===== config.mk =====
export PLATFORM = sky130hd
export DESIGN_NAME = upc_mod
export DESIGN_NICKNAME = d
export VERILOG_FILES = /design/src/rtl/upc_pkg.sv /design/src/rtl/upc_prescaler.sv /design/src/rtl/upc_mod.sv
export SDC_FILE = /design/constraint.sdc
export NUM_CORES = 1
export LEC_CHECK = 0
export BUFFER_PORTS_ARGS = -buffer_cell sky130_fd_sc_hd__buf_4
export CORE_AREA = 2 2 39 41
export DETAILED_ROUTE_END_ITERATION = 8
export DIE_AREA = 0 0 41 43
export GPL_ROUTABILITY_DRIVEN = 0
export PLACE_DENSITY_LB_ADDON = 0.15
export SYNTH_ARGS = -nofsm -noshare
export SYNTH_HDL_FRONTEND = slang
export SYNTH_SLANG_ARGS = --single-unit

===== constraint.sdc =====
create_clock -name clk -period 1.2 [get_ports clk]
set_clock_uncertainty 0.15 [all_clocks]
set_input_delay 0 -clock clk [delete_from_list [all_inputs] [get_ports clk]]
set_output_delay 0 -clock clk [all_outputs]
set_load 0.005 [all_outputs]

===== src/rtl/upc_pkg.sv =====
// Shared constants and sizing helper for the upc_mod modulo-N up counter.
package upc_pkg;

   localparam int UPC_DEF_WIDTH    = 4;
   localparam int UPC_DEF_MODULUS  = 16;
   localparam int UPC_DEF_PRESCALE = 1;

   // Register width for a 0..n-1 counter; never narrower than one bit.
   function automatic int clog2_safe(input int n);
      int r;
      r = $clog2(n);
      return (r < 1) ? 1 : r;
   endfunction

endpackage


===== src/rtl/upc_prescaler.sv =====
// Clock-enable prescaler: emits one tick every PRESCALE enabled cycles; clr restarts the phase.
module upc_prescaler
   import upc_pkg::*;
#(
   parameter int PRESCALE = UPC_DEF_PRESCALE
) (
   input  logic clk,
   input  logic rst,
   input  logic en,
   input  logic clr,
   output logic tick
);

   localparam int              PW       = clog2_safe(PRESCALE);
   localparam logic [PW-1:0]   PRE_LAST = PW'(PRESCALE - 1);

   if (PRESCALE < 1) begin : g_bad_prescale
      $error("upc_prescaler: PRESCALE must be >= 1");
   end

   logic [PW-1:0] pre;

   // With PRESCALE=1, PRE_LAST is 0, so every enabled cycle ticks and pre never leaves 0.
   assign tick = en && (pre == PRE_LAST);

   always_ff @(posedge clk) begin
      if (!rst) begin
         pre <= '0;
      end else if (clr || tick) begin
         pre <= '0;
      end else if (en) begin
         pre <= pre + PW'(1);
      end
   end

endmodule


===== src/rtl/upc_mod.sv =====
// Modulo-MODULUS up counter with prescaled enable, clamped load, wrap pulse and sticky overflow.
// Optional compare output is built when UPC_COMPARE_EN is defined.
module upc_mod
   import upc_pkg::*;
#(
   parameter int WIDTH    = UPC_DEF_WIDTH,
   parameter int MODULUS  = UPC_DEF_MODULUS,
   parameter int PRESCALE = UPC_DEF_PRESCALE
) (
   input  logic             clk,
   input  logic             rst,
   input  logic             en,
   input  logic             load,
   input  logic [WIDTH-1:0] load_val,
   input  logic             clr_ovf,
`ifdef UPC_COMPARE_EN
   input  logic [WIDTH-1:0] cmp_val,
   output logic             match,
`endif
   output logic [WIDTH-1:0] count,
   output logic             wrap,
   output logic             ovf
);

   localparam logic [WIDTH-1:0] CNT_LAST = WIDTH'(MODULUS - 1);

   if ((MODULUS < 2) || (MODULUS > (2 ** WIDTH))) begin : g_bad_modulus
      $error("upc_mod: MODULUS must satisfy 2 <= MODULUS <= 2**WIDTH");
   end

   logic             tick;
   logic [WIDTH-1:0] count_nxt;
   logic             wrap_nxt;

   upc_prescaler #(
      .PRESCALE(PRESCALE)
   ) u_prescaler (
      .clk (clk),
      .rst (rst),
      .en  (en),
      .clr (load),
      .tick(tick)
   );

   // Load beats a coincident tick; a clamped load never produces a wrap.
   always_comb begin
      count_nxt = count;
      wrap_nxt  = 1'b0;
      if (load) begin
         count_nxt = (load_val > CNT_LAST) ? CNT_LAST : load_val;
      end else if (tick) begin
         if (count == CNT_LAST) begin
            count_nxt = '0;
            wrap_nxt  = 1'b1;
         end else begin
            count_nxt = count + WIDTH'(1);
         end
      end
   end

   always_ff @(posedge clk) begin
      if (!rst) begin
         count <= '0;
         wrap  <= 1'b0;
         ovf   <= 1'b0;
      end else begin
         count <= count_nxt;
         wrap  <= wrap_nxt;
         // A wrap on the same edge as a clear keeps the flag set.
         if (wrap_nxt) begin
            ovf <= 1'b1;
         end else if (clr_ovf) begin
            ovf <= 1'b0;
         end
      end
   end

`ifdef UPC_COMPARE_EN
   always_ff @(posedge clk) begin
      if (!rst) begin
         match <= 1'b0;
      end else begin
         match <= (count_nxt == cmp_val);
      end
   end
`endif

endmodule


# After elaboration in Yosys (flattened, before gate mapping)
# Index checks and enable logic that the tools add are counted.
dict set report word_totals {
  elab_cells 24
  in_bits 9
  reg_bits 7
  out_inout_bits 6
}
dict set report op_classes {
  muxes 9
  n_eq_ne 1
  reduce_logical 5
  bitwise 2
  n_lt_le_gt_ge 1
  add_sub_neg 2
}
# cell n
set ops {}
lappend ops {{$mux W4} 4}
lappend ops {{$mux W1} 5}
lappend ops {{$add A4 B1 Y4 const B} 1}
lappend ops {{$eq A4 B4 Y1 const B} 1}
lappend ops {{$gt A4 B4 Y1 const B} 1}
lappend ops {{$reduce_bool A2 Y1} 2}
lappend ops {{$not A1 Y1} 2}
lappend ops {{$reduce_or A2 Y1} 1}
lappend ops {{$add A1 B1 Y1 const B} 1}
lappend ops {{$logic_and A1 B1 Y1} 1}
lappend ops {{$logic_or A1 B1 Y1} 1}

# Longest topological paths before layout
dict set report depth {
  depth_word 5
  depth_mapped 4
  mapped_depth_nobuf 4
}

# Modules after synthesis
# Synthesis repeated with hierarchy kept, for this count alone.
dict set report hier_totals {
  hier_cells 36
  hier_area_um2 331.6
}
# module cells_per_inst area_each_um2 n_inst seq_area_each_um2
set modules_own_cells {}
lappend modules_own_cells {upc_mod 33 292.8 1 120.1}
lappend modules_own_cells {upc_prescaler 3 38.8 1 20.0}

# Least setup slack after synthesis
# Ideal clock, no wire load.
dict set report synth_timing {
  path_kind {register to register}
  from {reg count[0]}
  to {reg count[0]}
  t_arrival_ns 1.165
  synth_period_minus_slack_ns 1.384
  stages_incl_launch_ff 5
  setup_ns 0.070
  path_slack_ns -0.184
  t_required_ns 0.980
  n_path_buf 0
  path_cell_list {dfxtp_1 ha_1 nand3_1 or3b_2 a21oi_1}
}
dict set report synth_via {
  elab_chain_len 4
  elab_cells_between_ends 5
  cone_classes {add/sub (1); eq/ne (1); mux (3)}
}
# item line_no
set synth_lines {}
lappend synth_lines {{start: declaration} upc_mod.sv:20} ;# output logic [WIDTH-1:0] count,
lappend synth_lines {{start signal: assignment} upc_mod.sv:67} ;# count <= count_nxt;
lappend synth_lines {{$add A4 B1 Y4 or $eq A4 B4 Y1 (tied branches)} {upc_mod.sv:56, upc_mod.sv:52}}
lappend synth_lines {{$mux W4 *} upc_mod.sv:52} ;# if (count == CNT_LAST) begin
lappend synth_lines {{$mux W4 *} upc_mod.sv:51} ;# end else if (tick) begin
lappend synth_lines {{$mux W4 *} upc_mod.sv:49} ;# if (load) begin
# Mark *: on every way between the ends. The rest lies on a longest branch, timed or not. The select of a mux whose other input is x is not followed.
# A chain may end at the register's enable or synchronous reset.

# Worst setup path after layout
dict set report layout_timing {
  from {in load}
  to {reg count[3]}
}
dict set report layout_via {
  elab_chain_len 1
  elab_cells_between_ends 2
  cone_classes {mux (1); reduce/logical (1)}
}
# item line_no
set layout_lines {}
lappend layout_lines {{start: declaration} upc_mod.sv:13} ;# input logic load,
lappend layout_lines {{$mux W4 or $reduce_bool A2 Y1 (tied branches)} --}
# Several ways; a longest one is shown, not always the timed one.

==> flow_summary.ini <==
[global_routing]
grt_max_degree = 7
grt.met2_usage = 0.175
grt_remaining_overflow = 0
grt_usage = 0.124
first_global_vias = 348
grt_pass1_wl_um = 1370
grt_use_met1 = 0.149
antenna_found_initial = 0
use_met3 = 0.0314
busiest_layer = met2

[power]
finalPower_mw = 0.619
power_frac_comb = 0.234
netSwitchingPower_mw = 0.156
ir_drop_mv = 0.408
pwr-share-seq = 0.409
switching_share = 0.252
p_leak_nw = 0.295
p_per_area_nw_per_um2 = 944
clockPowerShare = 0.357
p_int_mw = 0.463

[synthesis]
async_flop_share = 0
yosysMostFrequentCell = dfxtp_1
yosysTopAreaCell = dfxtp_1
synth_edf_count = 0
synthCells = 34
ys_seq_area_frac = 0.436
yosysWarnings = 0
syn_area_um2 = 322
syn_nets = 44
ys_ff_latch = 7
ys_top_cells_by_area = dfxtp_1 44%, a21oi_1 7.8%, xor2_1 5.4%
yosysTopAreaCellShare = 0.436
synth_common_cells = 7 x dfxtp_1, 5 x a21oi_1, 3 x nor2_1
syn_area_per_cell_um2 = 9.46
synth_flop_cell = dfxtp_1
yosysUniqueCellTypes = 18

[sta]
slew_violations = 0
period_share = 1.14
period_needed_ns = 1.37
fmax_mhz = 731
hold_violations = 0
rsz0062_at_grt = yes
timing.final.ws_setup_ns = -0.169
final-setup-viol-count = 5
worst_pin_slew_ns = 0.246
tns_ns = -0.351
relSlewSlack = 0.834

[drt]
dr.first_iter.drc_count = 1
drt_first_pass_iters = 3
remaining_drc_errors = 0
wl_per_cell_um = 11.2
num_vias = 373
vias_per_cell = 4.44
detail-route-antenna-nets = 0
wirelength_um = 942

[finish]
drive_gt1_frac = 0.500
multi_input_area_um2 = 209
regArea_um2 = 145
syn_to_final_growth_pct = 104
instances_no_fill = 84
nFillCells = 150
layout.nets = 79
diodes = 0

[floorplanning]
die_w_um = 41
initial_core_util = 0.232
io_pins = 15
core_area_um2 = 1380
die_h_um = 43
rows = 14
die_area_um2 = 1760

[worst_setup_path]
cp.arrival_ns = 1.39
r2r_setup_slack_ns = -0.17
r2r_cells = 4
worstPathRequired_ns = 1.22
end_kind = register
worst-path-max-fanout = 6
start_kind = input pin
critical_path_class = in -> reg

[clocking]
clkSinkCount = 7
root_buffer = clkbuf_4
tritoncts = done
insertion_delay_ns = 0.25
htree_levels = 1
numCtsBuffers = 3
clock_path_buffers = 2
clkTransAtPathRegs_ns = 0.06

[placed_design]
dp.cells = 71
port_buffers = 14
dp_hpwl_um = 691

[job]
max_cap_violations = 0

[status]
status = finished, violations left
violations = setup timing

[min_path]
hold_depth = 3
hp-class = in -> reg
## final cells by class
cell class              instances  area share
clock buffers                   4      0.0401
inverters                       2      0.0115
multi-input cells              25       0.319
flip-flops and latches          7       0.221
well taps                      16      0.0305
repair buffers                 30       0.378
## per-layer routing
metal	vias to the layer above	wire length (um)
met5	-	0
met4	0	4
met3	2	65
met2	12	472
met1	165	400
li1	194	-
## worst paths after layout
path / start / endpoint
worst max-delay path: load / count[3]$_SDFFE_PN0P_
worst min register to register: ovf$_SDFFE_PN0P_ / ovf$_SDFFE_PN0P_
worst max register to register: count[0]$_SDFFE_PN0P_ / count[3]$_SDFFE_PN0P_
worst min-delay path: en / u_prescaler.pre$_SDFFE_PP0P_
## state kept, by name (all words and copies together) (netlist names)
signal / flops
wrap: 1
ovf: 1
u_prescaler.pre: 1
count: 4
## critical path: stages
cell	delay, ns
buf_4	0.11
dlygate4sd3_1	0.62
or4b_4	0.56
o32ai_2	0.10
## kinds of logic after synthesis
kind of cell / after synthesis / synth area share
and+or+nand+nor: 12 / 0.257
AOI/OAI and AO/OA: 9 / 0.160
DFF: 7 / 0.436
xor gates and xnor gates: 2 / 0.0545
buffers and inverters: 2 / 0.0234
muxes: 1 / 0.0311
adders and majority gates: 1 / 0.0389
## layout by cell type, fill, tap and decap left out
| master | synthesis | layout |
|---|---|---|
| nand3_2 | 0 | 1 |
| or3b_4 | 0 | 1 |
| clkbuf_1 | 0 | 1 |
| dfxtp_2 | 0 | 1 |
| or4b_4 | 0 | 1 |
| ha_4 | 0 | 1 |
| xor2_1 | 2 | 2 |
| nand3_1 | 2 | 1 |
| buf_4 | 0 | 22 |
| nor2_1 | 3 | 3 |
| a21oi_2 | 0 | 1 |
| or3_1 | 1 | 1 |
| inv_1 | 2 | 2 |
| o32ai_2 | 0 | 1 |
| nand3b_1 | 1 | 1 |
| clkbuf_4 | 0 | 3 |
| dlymetal6s4s_1 | 0 | 1 |
| mux2i_1 | 1 | 1 |
| dlygate4sd3_1 | 0 | 7 |
| a211oi_1 | 1 | 1 |
| nand2b_1 | 1 | 1 |
| dfxtp_4 | 0 | 1 |
| a21oi_1 | 5 | 4 |
| dfxtp_1 | 7 | 5 |
| o21ai_0 | 2 | 2 |
| nor4b_1 | 1 | 1 |
| nand2b_4 | 1 | 1 |
## through the flow
step            util  setup WS, ns  hold WS, ns  instance area, um2
2_1_floorplan      -        -0.121      -0.0733                 347
3_3_place_gp   0.379        -0.118       0.0606                 524
3_5_place_dp   0.379        -0.142       0.0618                 524
4_1_cts        0.464        -0.155       0.0328                 642
5_1_grt        0.474        -0.197       0.0637                 656
6_report       0.474        -0.169       0.0443                 656
## power by group through the flow
stage	sequential, mW	combinational (mW)	clock [mW]
global placement	0.258	0.112	0
finish	0.253	0.145	0.221
floorplan	0.264	0.0378	0
CTS	0.253	0.140	0.235
global route	0.255	0.157	0.244
detailed placement	0.258	0.116	0
## repair_timing
action                                  CTS  global route
gates resized for setup                   1             3
gates cloned                              0             0
endpoints found under the setup margin    4             6
setup buffers                             1             0
hold buffers                              8             0
pin swaps                                 3             5
hold endpoints to repair                  7             0
No activity file was read; power rests on OpenSTA's default activity.
